### config.mk
export PLATFORM = sky130hd
export DESIGN_NAME = qdec_ctx_ctrl
export DESIGN_NICKNAME = d
export VERILOG_FILES = /design/src/rtl/qdec_ctx_ctrl.sv
export SDC_FILE = /design/constraint.sdc
export NUM_CORES = 1
export LEC_CHECK = 0
export CORE_ASPECT_RATIO = 1.4
export CORE_MARGIN = 2
export CORE_UTILIZATION = 40
export CTS_BUF_LIST = sky130_fd_sc_hd__clkbuf_16
export DETAILED_ROUTE_END_ITERATION = 12
export GPL_ROUTABILITY_DRIVEN = 0
export MAX_ROUTING_LAYER = met4
export PLACE_DENSITY_LB_ADDON = 0.05
export RECOVER_POWER = 25
export REMOVE_ABC_BUFFERS = 1
export SLEW_MARGIN = 20
export SYNTH_ARGS = -nofsm -noshare
export SYNTH_HDL_FRONTEND = slang
export SYNTH_SLANG_ARGS = --single-unit
export TNS_END_PERCENT = 5
### constraint.sdc
create_clock -name clk -period 14.9 [get_ports clk]
set_input_delay 2.98 -clock clk [delete_from_list [all_inputs] [get_ports clk]]
set_output_delay 2.98 -clock clk [all_outputs]
set_load 0.005 [all_outputs]
### src/rtl/qdec_ctx_ctrl.sv
// CABAC context memory controller: slice-start context initialisation from an
// initValue ROM, otherwise a pass-through port for the bin decoder.
module qdec_ctx_ctrl #(
    parameter int unsigned NUM_CTX = 186,
    parameter int unsigned ADDR_W  = 10
) (
    input  logic              clk,
    input  logic              rst,
    input  logic              init_start,
    input  logic [6:0]        slice_qp,
    output logic              init_busy,
    output logic              init_done,
    output logic [ADDR_W-1:0] initv_addr,
    input  logic [7:0]        initv_data,
    input  logic              dec_req,
    input  logic              dec_we,
    input  logic [ADDR_W-1:0] dec_addr,
    input  logic [7:0]        dec_wdata,
    output logic              dec_gnt,
    output logic              dec_rvalid,
    output logic [7:0]        dec_rdata,
    output logic [ADDR_W-1:0] ctx_addr,
    output logic [7:0]        ctx_wdata,
    output logic              ctx_we,
    output logic              ctx_re,
    input  logic [7:0]        ctx_rdata
);

    typedef enum logic [1:0] {StIdle, StFill, StLast, StDone} state_e;

    localparam logic [ADDR_W-1:0] LastAddr = ADDR_W'(NUM_CTX - 1);

    state_e            state_q, state_d;
    logic [ADDR_W-1:0] cnt_q, cnt_d;
    logic [5:0]        qpc_q, qpc_d;
    logic              busy_q, busy_d;
    logic              done_q, done_d;
    logic              rvalid_q, rvalid_d;
    logic [ADDR_W-1:0] ctx_addr_q, ctx_addr_d;

    logic              start_acc;
    logic              init_own;
    logic              init_we;
    logic [ADDR_W-1:0] init_waddr;
    logic [7:0]        init_wdata;
    logic [5:0]        qp_clip;

    logic signed [15:0] m, n, prod, pre_raw;
    logic        [6:0]  pre;
    logic        [6:0]  pstate;
    logic               val_mps;

    assign start_acc = (state_q == StIdle) && init_start;

    always_comb begin
        qp_clip = 6'd0;
        if ($signed(slice_qp) < 0) begin
            qp_clip = 6'd0;
        end else if ($signed(slice_qp) > 7'sd51) begin
            qp_clip = 6'd51;
        end else begin
            qp_clip = slice_qp[5:0];
        end
    end

    // initValue -> {valMps, pStateIdx}; 16-bit signed keeps every intermediate exact
    always_comb begin
        m       = $signed({12'b0, initv_data[7:4]}) * 16'sd5 - 16'sd45;
        n       = $signed({9'b0, initv_data[3:0], 3'b0}) - 16'sd16;
        prod    = m * $signed({10'b0, qpc_q});
        pre_raw = (prod >>> 4) + n;
        if (pre_raw < 16'sd1) begin
            pre = 7'd1;
        end else if (pre_raw > 16'sd126) begin
            pre = 7'd126;
        end else begin
            pre = pre_raw[6:0];
        end
        val_mps    = (pre > 7'd63);
        pstate     = val_mps ? (pre - 7'd64) : (7'd63 - pre);
        init_wdata = {1'b0, val_mps, pstate[5:0]};
    end

    always_comb begin
        state_d = state_q;
        cnt_d   = cnt_q;
        qpc_d   = qpc_q;
        busy_d  = busy_q;
        done_d  = 1'b0;
        unique case (state_q)
            StIdle: begin
                if (init_start) begin
                    state_d = StFill;
                    cnt_d   = '0;
                    qpc_d   = qp_clip;
                    busy_d  = 1'b1;
                end
            end
            StFill: begin
                if (cnt_q == LastAddr) begin
                    state_d = StLast;
                end else begin
                    cnt_d = cnt_q + ADDR_W'(1);
                end
            end
            StLast: begin
                state_d = StDone;
                done_d  = 1'b1;
            end
            StDone: begin
                state_d = StIdle;
                busy_d  = 1'b0;
            end
            default: state_d = StIdle;
        endcase
    end

    // Writes trail ROM addresses by one cycle because of the ROM read latency
    always_comb begin
        init_own   = busy_q || start_acc;
        init_we    = ((state_q == StFill) && (cnt_q != '0)) || (state_q == StLast);
        init_waddr = (state_q == StLast) ? cnt_q : (cnt_q - ADDR_W'(1));
        dec_gnt    = dec_req && !init_own;
        ctx_we     = init_we || (dec_gnt && dec_we);
        ctx_re     = dec_gnt && !dec_we;
        ctx_wdata  = init_we ? init_wdata : dec_wdata;
        if (init_we) begin
            ctx_addr = init_waddr;
        end else if (dec_gnt) begin
            ctx_addr = dec_addr;
        end else begin
            ctx_addr = ctx_addr_q;
        end
        ctx_addr_d = ctx_addr;
        rvalid_d   = ctx_re;
    end

    always_ff @(posedge clk) begin
        if (rst) begin
            state_q    <= StIdle;
            cnt_q      <= '0;
            qpc_q      <= '0;
            busy_q     <= 1'b0;
            done_q     <= 1'b0;
            rvalid_q   <= 1'b0;
            ctx_addr_q <= '0;
        end else begin
            state_q    <= state_d;
            cnt_q      <= cnt_d;
            qpc_q      <= qpc_d;
            busy_q     <= busy_d;
            done_q     <= done_d;
            rvalid_q   <= rvalid_d;
            ctx_addr_q <= ctx_addr_d;
        end
    end

    assign init_busy  = busy_q;
    assign init_done  = done_q;
    assign initv_addr = cnt_q;
    assign dec_rvalid = rvalid_q;
    assign dec_rdata  = ctx_rdata;

endmodule

### After elaboration in Yosys (flattened, before gate mapping)

Index checks and enable logic that the tools add are counted.

| storage, ports and cells | value |
|---|---|
| logic and storage cells | 64 |
| input bits | 46 |
| flip-flop bits (word level) | 31 |
| output and inout bits | 42 |

| operators by class | value |
|---|---|
| add/sub/neg operators | 7 |
| reduce and logical (&&, ||, !) cells | 18 |
| order comparisons | 5 |
| equality and inequality tests | 7 |
| mux-type cells | 18 |
| $mul | 2 |

Operators by type and width:

| operator | number |
|---|---|
| 10-bit two-way mux | 5 |
| 10-bit case mux with 2 select lines | 1 |
| 6-bit two-way mux | 3 |
| 8-bit by 7-bit multiplier with 15-bit output | 1 |
| 7-bit two-way mux | 2 |
| 11-bit by 8-bit adder with 12-bit output | 1 |
| 12-bit by 8-bit greater-than comparator with 1-bit output, second input constant | 1 |
| 12-bit by 2-bit less-than comparator with 1-bit output, second input constant | 1 |
| 10-bit by 1-bit adder with 10-bit output, second input constant | 1 |
| 10-bit by 8-bit equality test with 1-bit output, second input constant | 1 |
| 10-bit nonzero test | 1 |
| 10-bit by 1-bit subtractor with 10-bit output, second input constant | 1 |
| 8-bit two-way mux | 1 |
| 2-bit case mux with 4 select lines | 1 |
| 7-bit by 5-bit subtractor with 8-bit output, second input constant | 1 |
| 7-bit by 6-bit subtractor with 8-bit output, second input constant | 1 |
| 7-bit by 6-bit greater-than comparator with 1-bit output, second input constant | 1 |
| 7-bit greater-than comparator, second input constant | 1 |
| 7-bit by 1-bit less-than comparator with 1-bit output, second input constant | 1 |
| 4-bit by 3-bit multiplier with 7-bit output, second input constant | 1 |
| 2-bit != test, second input constant | 3 |
| 2-bit AND reduction | 3 |
| 6-bit by 1-bit subtractor with 6-bit output, second input constant | 1 |
| 6-bit subtractor, first input constant | 1 |
| 11 further kinds | 22 |

### Depth between registers and ports, before layout

Gate-level depths: netlist of the first run.

| logic depth | value |
|---|---|
| word-level depth | 10 |
| depth in mapped cells | 29 |
| mapped depth without buffers | 29 |

### Least setup slack after synthesis of the first run

No wires, ideal clock.

| path | value |
|---|---|
| kind | input to output |
| start | in initv_data[5] |
| end | out ctx_wdata[0] |
| path buffers | 0 |
| slack | 2.430 ns |
| arrival | 9.490 ns |
| stages | 27 |
| required time | 11.920 ns |
| cell sequence | ha_1 > ha_1 > ha_1 > a31oi_1 > nor3b_1 > nor2_1 > nand2_1 > inv_1 > fa_1 > fa_1 > fa_1 > inv_1 > fa_1 > inv_1 > ha_1 > or2_2 > a2111o_1 > nand3_1 > o21bai_1 > xor2_1 > ha_1 > or3_1 > a221o_1 > a22o_1 > a21o_1 > a21oi_1 > a22o_1 |

| on the way | value |
|---|---|
| word-level cells in the longest chain between the ends | 10 |
| elaborated cells between the ends (all ways) | 13 |
| classes of those cells | add/sub: 4; mul: 2; order compare: 3; mux: 4 |

RTL lines:

| item | RTL line | RTL |
|---|---|---|
| start, declared | 14 | `input logic [7:0] initv_data,` |
| 4-bit by 3-bit multiplier with 7-bit output * | 68 | `m = $signed({12'b0, initv_data[7:4]}) * 16'sd5 - 16'sd45;` |
| 7-bit by 6-bit subtractor with 8-bit output * | 68 |  |
| 8-bit by 7-bit multiplier with 15-bit output * | 70 | `prod = m * $signed({10'b0, qpc_q});` |
| 11-bit by 8-bit adder with 12-bit output * | 71 | `pre_raw = (prod >>> 4) + n;` |
| 12-bit by 8-bit greater-than comparator with 1-bit output | 74 | `end else if (pre_raw > 16'sd126) begin` |
| 7-bit two-way mux | 74 |  |
| 7-bit two-way mux * | 72 | `if (pre_raw < 16'sd1) begin` |
| 6-bit subtractor, or another cell as far along | 80 | `pstate = val_mps ? (pre - 7'd64) : (7'd63 - pre);` |
| 6-bit two-way mux * | 80 |  |
| 8-bit two-way mux * | 126 | `ctx_wdata = init_we ? init_wdata : dec_wdata;` |
| end, declared | 23 | `output logic [7:0] ctx_wdata,` |

Every way passes the cells marked *; elsewhere a longest branch is shown, timed or not.

### Worst setup path after layout of the first run

Ends and elaborated chain as after synthesis.

==> results of run 1 <==
## where the power goes
group / switching [mW] / total [mW] / internal (mW)
Sequential: 0.0134 / 0.114 / 0.100
Clock: 0.0393 / 0.118 / 0.0787
Combinational: 0.259 / 0.485 / 0.226
## worst min-delay path: stages (launching register included)
cell	delay (ns)
dfxtp_1	0.33
nand2_1	0.06
a21oi_1	0.05
## area by class of cell
cell class / count / area, um2
clock buffer: 5 / 125
clock inverter: 3 / 43.8
fill: 1140 / 5750
inverter: 79 / 297
multi-input combinational: 423 / 3490
sequential: 31 / 621
tap: 144 / 180
timing repair buffer: 72 / 714
## metrics by stage
stage / total power, mW / util / cells / area (um2)
after floorplan: 0.449 / - / 533 / 4410
after global placement: 0.600 / 0.473 / 749 / 5310
after detailed placement: 0.601 / 0.473 / 749 / 5310
after CTS: 0.725 / 0.488 / 757 / 5480
after global routing: 0.787 / 0.488 / 757 / 5480
final: 0.716 / 0.488 / 757 / 5480
## layer usage
metal | vias to the layer above | share of wire
li1 | 1933 | -
met1 | 1846 | 0.41
met2 | 51 | 0.56
met3 | 8 | 0.018
met4 | 0 | 0.018
met5 | - | 0
## placed cells by master (no fill, tap or decap), types with 18 or more instances in the layout
cell type | netlist | routed
inv_1 | 78 | 78
clkdlybuf4s50_1 | 0 | 64
ha_1 | 53 | 53
nor2_1 | 49 | 49
nand2_1 | 42 | 42
fa_1 | 37 | 37
dfxtp_1 | 31 | 31
nor2b_1 | 26 | 26
xnor2_1 | 24 | 24
and2_1 | 24 | 24
a21oi_1 | 22 | 22
o21ai_0 | 18 | 18
## sequential cells by signal (all words and copies together), names as in the netlist
register    count
qpc_q           6
dec_rvalid      1
init_done       1
state_q         2
init_busy       1
ctx_addr_q     10
initv_addr     10
## worst min path at each step
stage	start	to	cells past startpoint
floorplan	state_q[1]$_SDFFE_PP0P_	state_q[1]$_SDFFE_PP0P_	2
global placement	state_q[1]$_SDFFE_PP0P_	state_q[1]$_SDFFE_PP0P_	2
detailed placement	state_q[1]$_SDFFE_PP0P_	state_q[1]$_SDFFE_PP0P_	2
CTS	state_q[1]$_SDFFE_PP0P_	state_q[1]$_SDFFE_PP0P_	2
global route	state_q[1]$_SDFFE_PP0P_	state_q[1]$_SDFFE_PP0P_	2
finish	state_q[1]$_SDFFE_PP0P_	state_q[1]$_SDFFE_PP0P_	2
## kinds of logic after synthesis
kind of cell,count (synthesis)
simple gates,201
flops,31
buf+inv,100
fa+ha+maj,90
compound gates,83
mux,11
xor+xnor,38
==> results.toml, run 1 <==
[pwr]
power_leakage_nw = 2.52
p_per_area_nw_per_um2 = 131
ir_drop_v = 0.000102

[floorplan]
ios = 88
core_region_area_um2 = 11200
die_x_um = 94.0
rows = 46
fp.dieH_um = 130
start_util = 0.405
die-area_um2 = 12200

[route]
routed_wl_um = 10900
vias_per_cell = 5.07
antenna_left = 0
drc_errors = 0
num_vias = 3838
drt-wirelength-per-cell_um = 14.4
first_pass_iters = 4
drtIter0Drc = 173

[synth]
synth-async-reset-ratio = 0
ys_seq_elements = 31
synth_compound_area_frac = 0.129
syn_area_um2 = 4540
synth_fa_ha_area_frac = 0.309
syn_avg_cell_area_um2 = 8.20
synth_area_leaders = "fa_1 16%, ha_1 15%, dfxtp_1 14%, inv_1 6.4%, xnor2_1 4.6%"
synth-xor-area-share = 0.0733
yosys.area_share.simple = 0.234
synthCells = 554
synth_edf_count = 0
synthMuxAreaShare = 0.0245
synth_most_common_cell = "inv_1"
synth_common_cells = "78 x inv_1, 53 x ha_1, 49 x nor2_1"
synth_top_family_by_area = "adder cells"
yosysTopAreaCellShare = 0.163
synth_top_area_cell = "fa_1"
ys_seq_area_frac = 0.137
yosysWarnings = 0
synth_ff_type = "dfxtp_1"
yosysUniqueCellTypes = 57

[worst_setup_path]
reg2reg_from = "state_q[0]$_SDFFE_PP0P_"
cp-end-kind = "output port"
cpMaxStageDelayCell = "fa_1"
critical_path_depth = 29
crit_end = "ctx_wdata[0]"
critical-path-top-delay-family = "adder cells"
crit_path_frequent_cell = "ha_1"
path_class = "primary input to output port"
worst-path-max-fanout = 7
start_kind = "primary input"
path_buf_inv = 5
slowest_delay_ns = 0.54
crit_arrival_ns = 10.96
reg2reg_to = "ctx_addr_q[8]$_SDFF_PP0_"
worst_r2r_path_depth = 8
worstPathRequired_ns = 11.92
rrSetupSlack_ns = 12.26
critPathLaunch = "initv_data[5]"

[min_path]
hp-class = "flop to flop"

[placement]
pre_cts_ws_ns = 0.963
place_hpwl_um = 8880
port_buffers = 71

[grt]
grt_pass1_wl_um = 18800
met1_usage = 0.218
grt.busiest_layer = "met2"
grt_pass1_vias = 4014
overflow = 0
grt_usage = 0.199
use_met3 = 0.0196
grt_max_degree = 24
antenna_found_initial = 0
grt_use_met2 = 0.376

[sta]
fin_crit_ns = 13.94
finalSetupTns_ns = 0
timing.hold.ws_ns = 0.497
fmax_mhz = 71.7
rsz0062_at_grt = "false"
tightest_slew_ns = 1.19
slew_violations = 0
fin_ws_ns = 0.957
fin_crit_sh = 0.936
slew_headroom = 0.209
hold_viol_final = 0
setup_viol = 0
fin_worst_skew_ns = 0.00456

[clock_tree]
cts_setup_buffers = 0
max-clock-path-buffers = 2
clock_sinks = 31
cts-root-buf = "clkbuf_16"
cts_tree = "yes"
clock_latency_ns = 0.28
clk_pin_slew_ns = 0.05
cts_hold_buf = 0
htreeDepth = 2
post_cts_resized = 0
cts_buffers = 5

[outcome]
status = "completed"

[finish]
n_antenna_cell = 0
area_growth_pct = 20.6
fin_nets = 748
drive_above_1_share = 0.0359

[job]
maxCapViolCount = 0
Power figures use the tool's default switching activity.
==> inputs of run 2 (changes only) <==
Settings changed: SETUP_SLACK_MARGIN from default to 0.02.
==> results of run 2 <==
Same layout as run 1: the final DEF is identical, and so are final timing and power.
==> inputs of run 3 (changes only) <==
Settings changed: PLACE_DENSITY_LB_ADDON 0.05 to default.
==> results.toml, run 3 (same netlist as run 1, synthesis figures left out) <==
[outcome]
status = "completed"

[floorplan]
die-area_um2 = 12200
fp.dieH_um = 130
start_util = 0.405
core_region_area_um2 = 11200
die_x_um = 94.0
ios = 88
rows = 46

[clock_tree]
clock_sinks = 31
post_cts_resized = 0
clock_latency_ns = 0.27
clk_pin_slew_ns = 0.05
cts_buffers = 5
cts-root-buf = "clkbuf_16"
cts_hold_buf = 0
htreeDepth = 2
max-clock-path-buffers = 2
cts_setup_buffers = 0
cts_tree = "yes"

[finish]
layout_common_cells = "78 x inv_1, 63 x clkdlybuf4s50_1, 53 x ha_1"
fin_nets = 747
drive_above_1_share = 0.0327
area_growth_pct = 20.2
design_area_um2 = 5460
final_common_cell = "inv_1"
n_antenna_cell = 0

[placement]
dpl-instance-area_um2 = 5300
pre_cts_ws_ns = 0.934
place_hpwl_um = 8820
port_buffers = 71

[min_path]
hp-class = "flop to flop"
hold_path_depth = 2
min_to = "init_busy$_SDFFE_PP0P_"
hp-start = "init_busy$_SDFFE_PP0P_"

[worst_setup_path]
worst_r2r_path_depth = 8
crit_arrival_ns = 11.01
cp-end-kind = "output port"
worstPathRequired_ns = 11.92
reg2reg_from = "state_q[0]$_SDFFE_PP0P_"
reg2reg_to = "ctx_addr_q[8]$_SDFF_PP0_"
crit_path_frequent_cell = "ha_1"
slowest_delay_ns = 0.54
start_kind = "primary input"
rrSetupSlack_ns = 12.33
path_class = "primary input to output port"
worst-path-max-fanout = 7
cpMaxStageDelayCell = "fa_1"

[sta]
slew_violations = 0
tightest_slew_ns = 0.920
hold_viol_final = 0
fin_crit_sh = 0.939
timing.hold.ws_ns = 0.503
fin_crit_ns = 13.99
setup_viol = 0
fin_worst_skew_ns = 0.00203
fin_ws_ns = 0.909
rsz0062_at_grt = "false"
slew_headroom = 0.385
fmax_mhz = 71.5
finalSetupTns_ns = 0

[route]
antenna_left = 0
drt-wirelength-per-cell_um = 14.0
routed_wl_um = 10600
drc_errors = 0
drtIter0Drc = 92
first_pass_iters = 4
vias_per_cell = 5.10
num_vias = 3854

[grt]
grt_max_degree = 24
grt_usage = 0.186
overflow = 0
antenna_found_initial = 0
grt_pass1_wl_um = 18000
grt_pass1_vias = 3979

[pwr]
p_per_area_nw_per_um2 = 129
power_leakage_nw = 2.51
fin_total_pwr_mw = 0.705
ir_drop_v = 0.000123

[job]
maxCapViolCount = 0
## run 3: changes by cell type in the layout (fill, tap and decap cells not counted), sizes merged
cell	before	now
clkbuf	6	5
clkdlybuf4s50	64	63
dlygate4sd3	7	8
## run 3: layout make-up
cell class	count	area (um2)
tap	144	180
clock inverter	3	38.8
timing repair buffer	71	711
clock buffer	5	125
sequential	31	621
fill	1121	5760
inverter	79	297
multi-input combinational	423	3490
## run 3: worst max-delay path: cells and delay by family
kind	cells	cell delay (ns)
adders and majority gates	9	3.47
AOI/OAI and AO/OA	8	1.85
and+or+nand+nor	6	1.34
buffers and inverters	5	1.22
xor gates and xnor gates	1	0.14
## run 3: how the worst max path moves through the flow
stage                             start           end  slack, ns  cells past startpoint
after floorplan           initv_data[5]  ctx_wdata[0]       2.43                     27
after global placement    initv_data[5]  ctx_wdata[0]       1.10                     29
after detailed placement  initv_data[5]  ctx_wdata[0]       0.93                     29
after CTS                 initv_data[5]  ctx_wdata[0]       0.93                     29
after global routing      initv_data[5]  ctx_wdata[0]       0.49                     29
final                     initv_data[5]  ctx_wdata[0]       0.91                     29
## run 3: where the power goes
part	switching (mW)	leakage, nW	internal, mW
clock network	0.0347	0.0812	0.0778
registers	0.0128	0.253	0.100
logic	0.255	2.18	0.225
## run 3: metrics by stage
step / instances / util
after global routing: 756 / 0.486
after floorplan: 533 / -
after CTS: 756 / 0.487
final: 756 / 0.486
after global placement: 748 / 0.472
after detailed placement: 748 / 0.472
## run 3: metal layers
| metal | global-route usage | vias to the layer above | wire length [um] |
|---|---|---|---|
| met5 | - | - | 0 |
| met1 | 0.200 | 1836 | 4110 |
| met3 | 0.0185 | 12 | 250 |
| met2 | 0.356 | 77 | 5970 |
| met4 | 0.0588 | 0 | 275 |
| li1 | - | 1929 | - |
